===== src/rtl/random_offset_gen_if.sv =====
// rtl/random_offset_gen_if.sv - request/seed/result bundle for random_offset_gen
interface random_offset_gen_if #(
   parameter int NUM_OF_LOGS = 30,
   parameter int OFFSET_W    = 9
);
   logic                                      start_gen;
   logic                                      seed_load;
   logic [31:0]                               seed_in;
   logic                                      busy;
   logic                                      done;
   logic [NUM_OF_LOGS-1:0][OFFSET_W-1:0]      start_offsetX;
   logic [NUM_OF_LOGS-1:0][OFFSET_W-1:0]      start_offsetY;

   modport master (
      output start_gen, seed_load, seed_in,
      input  busy, done, start_offsetX, start_offsetY
   );

   modport slave (
      input  start_gen, seed_load, seed_in,
      output busy, done, start_offsetX, start_offsetY
   );
endinterface


===== src/rtl/random_offset_gen.sv =====
// rtl/random_offset_gen.sv - LFSR-driven generator of per-lane X/Y offsets, published atomically
module random_offset_gen #(
   parameter int          NUM_OF_LOGS = 30,
   parameter int          OFFSET_W    = 9,
   parameter int          MAX_X       = 479,
   parameter int          MAX_Y       = 479,
   parameter logic [31:0] SEED        = 32'hACE1_1F0D
) (
   input logic             CLK,
   input logic             resetN,
   random_offset_gen_if.slave bus
);

   localparam logic [31:0]         POLY     = 32'h8020_0003;
   localparam int                  IDX_W    = (NUM_OF_LOGS > 1) ? $clog2(NUM_OF_LOGS) : 1;
   localparam logic [IDX_W-1:0]    LAST_IDX = IDX_W'(NUM_OF_LOGS - 1);
   localparam logic [OFFSET_W:0]   LIM_X    = (OFFSET_W+1)'(MAX_X + 1);
   localparam logic [OFFSET_W:0]   LIM_Y    = (OFFSET_W+1)'(MAX_Y + 1);

   typedef enum logic [1:0] {IDLE, FILL, DONE} state_t;

   state_t                                state, state_nxt;
   logic [31:0]                           lfsr, lfsr_step;
   logic [IDX_W-1:0]                      idx;
   logic [NUM_OF_LOGS-1:0][OFFSET_W-1:0]  shadow_x, shadow_y;
   logic [NUM_OF_LOGS-1:0][OFFSET_W-1:0]  out_x, out_y;
   logic [OFFSET_W-1:0]                   fold_x, fold_y;

   // Out-of-range raws wrap once; MAX >= 2^(W-1)-1 guarantees a single subtract lands in range.
   function automatic logic [OFFSET_W-1:0] fold(input logic [OFFSET_W-1:0] raw,
                                                input logic [OFFSET_W:0]   lim);
      logic [OFFSET_W:0] wide;
      wide = {1'b0, raw};
      if (wide >= lim)
         return OFFSET_W'(wide - lim);
      return raw;
   endfunction

   assign lfsr_step = (lfsr >> 1) ^ (lfsr[0] ? POLY : 32'h0);
   assign fold_x    = fold(lfsr[OFFSET_W-1:0], LIM_X);
   assign fold_y    = fold(lfsr[2*OFFSET_W-1:OFFSET_W], LIM_Y);

   always_ff @(posedge CLK or negedge resetN) begin
      if (!resetN)
         lfsr <= SEED;
      else if (bus.seed_load)
         lfsr <= (bus.seed_in == 32'h0) ? SEED : bus.seed_in;
      else
         lfsr <= lfsr_step;
   end

   always_ff @(posedge CLK or negedge resetN) begin
      if (!resetN)
         state <= IDLE;
      else
         state <= state_nxt;
   end

   always_comb begin
      state_nxt = state;
      case (state)
         IDLE:    if (bus.start_gen) state_nxt = FILL;
         FILL:    if (idx == LAST_IDX) state_nxt = DONE;
         DONE:    state_nxt = IDLE;
         default: state_nxt = IDLE;
      endcase
   end

   // The last lane bypasses the shadow so the published set includes it on the same edge.
   always_ff @(posedge CLK or negedge resetN) begin
      if (!resetN) begin
         idx      <= '0;
         shadow_x <= '0;
         shadow_y <= '0;
         out_x    <= '0;
         out_y    <= '0;
      end else begin
         case (state)
            IDLE: if (bus.start_gen) idx <= '0;
            FILL: begin
               shadow_x[idx] <= fold_x;
               shadow_y[idx] <= fold_y;
               if (idx == LAST_IDX) begin
                  idx <= '0;
                  for (int i = 0; i < NUM_OF_LOGS; i++) begin
                     out_x[i] <= (IDX_W'(i) == idx) ? fold_x : shadow_x[i];
                     out_y[i] <= (IDX_W'(i) == idx) ? fold_y : shadow_y[i];
                  end
               end else begin
                  idx <= idx + 1'b1;
               end
            end
            default: ;
         endcase
      end
   end

   assign bus.busy          = (state == FILL);
   assign bus.done          = (state == DONE);
   assign bus.start_offsetX = out_x;
   assign bus.start_offsetY = out_y;

endmodule


===== src/flat_wrapper.sv =====
// flat-port wrapper written by rule: the top's interface ports become plain ports
module random_offset_gen_flat 
#(
   parameter int          NUM_OF_LOGS = 30,
   parameter int          OFFSET_W    = 9,
   parameter int          MAX_X       = 479,
   parameter int          MAX_Y       = 479,
   parameter logic [31:0] SEED        = 32'hACE1_1F0D
)
  (CLK, resetN, bus_start_gen, bus_seed_load, bus_seed_in, bus_busy, bus_done, bus_start_offsetX, bus_start_offsetY);
  random_offset_gen_if #(.NUM_OF_LOGS(NUM_OF_LOGS), .OFFSET_W(OFFSET_W)) bus_i ();
  input logic CLK;
  input logic resetN;
  input wire logic [$bits(bus_i.start_gen)-1:0] bus_start_gen;
  input wire logic [$bits(bus_i.seed_load)-1:0] bus_seed_load;
  input wire logic [$bits(bus_i.seed_in)-1:0] bus_seed_in;
  output wire logic [$bits(bus_i.busy)-1:0] bus_busy;
  output wire logic [$bits(bus_i.done)-1:0] bus_done;
  output wire logic [$bits(bus_i.start_offsetX)-1:0] bus_start_offsetX;
  output wire logic [$bits(bus_i.start_offsetY)-1:0] bus_start_offsetY;
  assign bus_i.start_gen = bus_start_gen;
  assign bus_i.seed_load = bus_seed_load;
  assign bus_i.seed_in = bus_seed_in;
  assign bus_busy = bus_i.busy;
  assign bus_done = bus_i.done;
  assign bus_start_offsetX = bus_i.start_offsetX;
  assign bus_start_offsetY = bus_i.start_offsetY;
  random_offset_gen #(.NUM_OF_LOGS(NUM_OF_LOGS), .OFFSET_W(OFFSET_W), .MAX_X(MAX_X), .MAX_Y(MAX_Y), .SEED(SEED)) u_core (.CLK(CLK), .resetN(resetN), .bus(bus_i));
endmodule

===== config.mk =====
export PLATFORM = sky130hd
export DESIGN_NAME = random_offset_gen_flat
export DESIGN_NICKNAME = d
export VERILOG_FILES = /design/src/rtl/random_offset_gen_if.sv /design/src/rtl/random_offset_gen.sv /design/src/flat_wrapper.sv
export SDC_FILE = /design/constraint.sdc
export NUM_CORES = 2
export LEC_CHECK = 0
export ABC_AREA = 0
export ABC_CLOCK_PERIOD_IN_PS = 7000
export CORE_MARGIN = 2
export CORE_UTILIZATION = 55
export CTS_CLUSTER_SIZE = 12
export DETAILED_ROUTE_END_ITERATION = 8
export PLACE_DENSITY = 0.85
export SLEW_MARGIN = 20
export SYNTH_ARGS = -nofsm -noshare
export SYNTH_HDL_FRONTEND = slang
export SYNTH_SLANG_ARGS = --single-unit

===== constraint.sdc =====
create_clock -name CLK -period 7 [get_ports CLK]
set_clock_uncertainty 0.05 [all_clocks]
set_input_delay 1.4 -clock CLK [delete_from_list [all_inputs] [get_ports CLK]]
set_output_delay 1.4 -clock CLK [all_outputs]
set_load 0.05 [all_outputs]

==> flow_summary.json <==
{
  "comb_power_share_pct": 30.9,
  "routed_wirelength_um": 132000,
  "yosys_warnings": 0,
  "yosysUniqueCellTypes": 52,
  "syn2layout_area_growth_pct": 21.2,
  "cts_made_buffers": 106,
  "crit_type": "reg -> reg",
  "synth-seq-cells": 1101,
  "wl_per_cell_um": 23.3,
  "grt_pass1_vias": 33140,
  "powerDensity_mw_per_mm2": 409,
  "drcViolationCount": 0,
  "netlist_instances": 4128,
  "post_cts_buffers": 0,
  "first_pass_iters": 6,
  "core-area_mm2": 0.0775,
  "hold_buffers": 0,
  "post_cts_resized": 0,
  "timing.final.crit_share_pct": 58.1,
  "final_cell_mix": "nand2_1, dfrtp_1, clkdlybuf4s50_1, o21ai_0, nand3_1",
  "grt_max_degree": 343,
  "seq_area_frac_synth_pct": 64.0,
  "max_slew.worst_pin.slew_ns": 1.42,
  "vias_per_cell": 5.89,
  "dp.final_hpwl_um": 79800,
  "p_sw_mw": 8.01,
  "cp-end-kind": "flip-flop",
  "postRouteAntennaNets": 0,
  "min_period_ns": 4.07,
  "place_congestion": 0.837,
  "grt_pass1_wl_um": 200000,
  "start_util_pct": 55.6,
  "clk_pin_slew_ns": 0.06,
  "root_buffer": "clkbuf_16",
  "fp.dieW_um": 284,
  "p_leak_nw": 25.5,
  "ys.flop_type": "dfrtp_1",
  "relSlewSlack_pct": 5.58,
  "dieArea_mm2": 0.0805,
  "seqPwrFrac_pct": 44.3,
  "pwr-share-clk_pct": 24.8,
  "row_count": 102,
  "crit_arrival_ns": 4.49,
  "nFillCells": 5497,
  "status": "completed",
  "multi_input_area_mm2": 0.0139,
  "seq_area_mm2": 0.0276,
  "grt_overflow": 0,
  "cts_tree": "done",
  "netlist_area_mm2": 0.0431,
  "vdd_drop_max_v": 0.000282,
  "insertion_delay_ns": 0.67,
  "nets": 4595,
  "drt-initial-drc-count": 3732,
  "switching_share_pct": 37.5,
  "tns_ns": 0,
  "path_max_fanout": 342,
  "synth_nets": 4172,
  "vias": 33244,
  "hp-class": "reg -> reg",
  "required_ns": 7.42,
  "finalSetupViolCount": 0,
  "clock_sinks": 1101,
  "drv_cap": 0,
  "io_pins": 578,
  "io_buffers": 577,
  "hold_violations": 0,
  "syn_area_per_cell_um2": 10.4,
  "die_y_um": 284,
  "grt_use_total_pct": 32.5,
  "rsz0062_at_grt": "no",
  "clk_path_buf_depth": 3,
  "internal_power_mw": 13.3,
  "async_flop_share_pct": 100,
  "final_layout_size_suffix_gt1_share_pct": 11.1,
  "finalNonFillerCells": 5648,
  "crit_path_start_kind": "flip-flop",
  "htreeDepth": 3,
  "final_common_cell": "nand2_1",
  "antenna_found_initial": 3,
  "dp.cells": 5483,
  "finalMaxSlewViolations": 0,
  "fmax_mhz": 246,
  "synth_edf_count": 0
}
==> power by group through the flow <==
stage	clock network, mW	logic, mW	registers [mW]
after floorplan	0	2.35	11.1
after global placement	0	6.35	9.38
after detailed placement	0	6.57	9.47
after CTS	5.33	6.62	9.41
after global routing	5.60	7.03	9.62
final	5.29	6.60	9.46
==> metrics by stage <==
| step | instance area, µm² | power, mW | utilization (%) | hold slack, ns | setup slack, ns |
|---|---|---|---|---|---|
| floorplan | 43100 | 13.4 | - | 0.394 | 4.36 |
| global placement | 49100 | 15.7 | 63.4 | 0.399 | 3.34 |
| detailed placement | 49100 | 16.0 | 63.4 | 0.404 | 3.22 |
| CTS | 52200 | 21.4 | 67.4 | 0.405 | 3.15 |
| global route | 52200 | 22.3 | 67.4 | 0.433 | 2.87 |
| finish | 52200 | 21.3 | 67.4 | 0.412 | 2.93 |
==> worst max-delay path: stages (launching register included) <==
cell and delay, ns:
dfrtp_1 0.44, ha_1 0.34, nand4_1 0.21, or2_4 0.57, clkinv_16 0.55, buf_4 0.80
nor2_1 0.23, a31oi_1 0.06
==> cell usage after synthesis, drive strengths merged, types with 2 or more instances <==
master	number	area share, %
buf	171	2.4
and2	2	0.029
mux2i	14	0.33
dfrtp	1085	63
nand3b	2	0.035
nor4	8	0.12
a21oi	19	0.22
nand2	1385	12
mux2	247	6.5
nand3	381	4.4
inv	25	0.22
nor4bb	2	0.046
o21ai	432	5.0
o22ai	2	0.029
a21bo	2	0.046
dfstp	16	0.98
nand2b	4	0.058
o211ai	4	0.070
clkbuf	140	1.2
ha	8	0.23
xnor2	2	0.041
and4b	11	0.26
or2	3	0.044
a31oi	49	0.71
and4	3	0.061
nor3	5	0.070
nor2	66	0.58
nor4b	5	0.26
and4bb	11	0.32
nor2b	8	0.12
nand4	7	0.14
==> routing by layer <==
layer  wire, µm  share of wire (%)  GRT usage [%]
met1      50600                 38           42.8
met2      62700                 48           51.7
met3      11300                8.6           6.47
met4       6950                5.3           16.2
met5          0                  0              0
==> registers in the layout, indices dropped and copies added, names as in the netlist <==
register	cells
u_core.state	2
u_core.bus.start_offsetX	270
u_core.idx	5
u_core.shadow_x	261
u_core.shadow_y	261
u_core.bus.start_offsetY	270
u_core.lfsr	32
==> cell type report <==
cell class	instances	share of cell area, %
Antenna cell	2	0.00959
Clock buffer	151	5.62
Clock inverter	12	0.316
Inverter	26	0.237
Multi-Input combinational cell	2690	26.6
Sequential cell	1101	52.8
Tap cell	1040	2.49
Timing Repair Buffer	626	11.9
==> path summary, 6_finish.rpt <==
path | cells past startpoint | from | slack [ns] | end
min in group asynchronous | 1 | resetN | 0.74 | u_core.bus.start_offsetY[192]$_DFFE_PN0P_
worst max-delay path | 7 | u_core.idx[0]$_DFFE_PN0P_ | 2.93 | u_core.bus.start_offsetY[66]$_DFFE_PN0P_
max in group asynchronous | 2 | resetN | 4.50 | u_core.shadow_x[117]$_DFFE_PN0P_
worst min-delay path | 2 | u_core.bus.start_offsetX[179]$_DFFE_PN0P_ | 0.41 | u_core.bus.start_offsetX[179]$_DFFE_PN0P_
worst max register to register | 7 | u_core.idx[0]$_DFFE_PN0P_ | 2.93 | u_core.bus.start_offsetY[66]$_DFFE_PN0P_
worst min register to register | 2 | u_core.bus.start_offsetX[179]$_DFFE_PN0P_ | 0.41 | u_core.bus.start_offsetX[179]$_DFFE_PN0P_
==> logic make-up (layout without fill, tap and decap cells) <==
| group | count (synthesis) | in the layout | synth area share [%] |
|---|---|---|---|
| mux | 261 | 261 | 6.79 |
| fa+ha+maj | 8 | 8 | 0.232 |
| flops | 1101 | 1101 | 64.0 |
| buf+inv | 337 | 815 | 3.87 |
| xor+xnor | 3 | 3 | 0.0610 |
| simple gates | 1904 | 1904 | 18.8 |
| compound gates | 514 | 514 | 6.22 |
| other cells | 0 | 2 | 0 |
No activity file was read; power rests on OpenSTA's default activity.
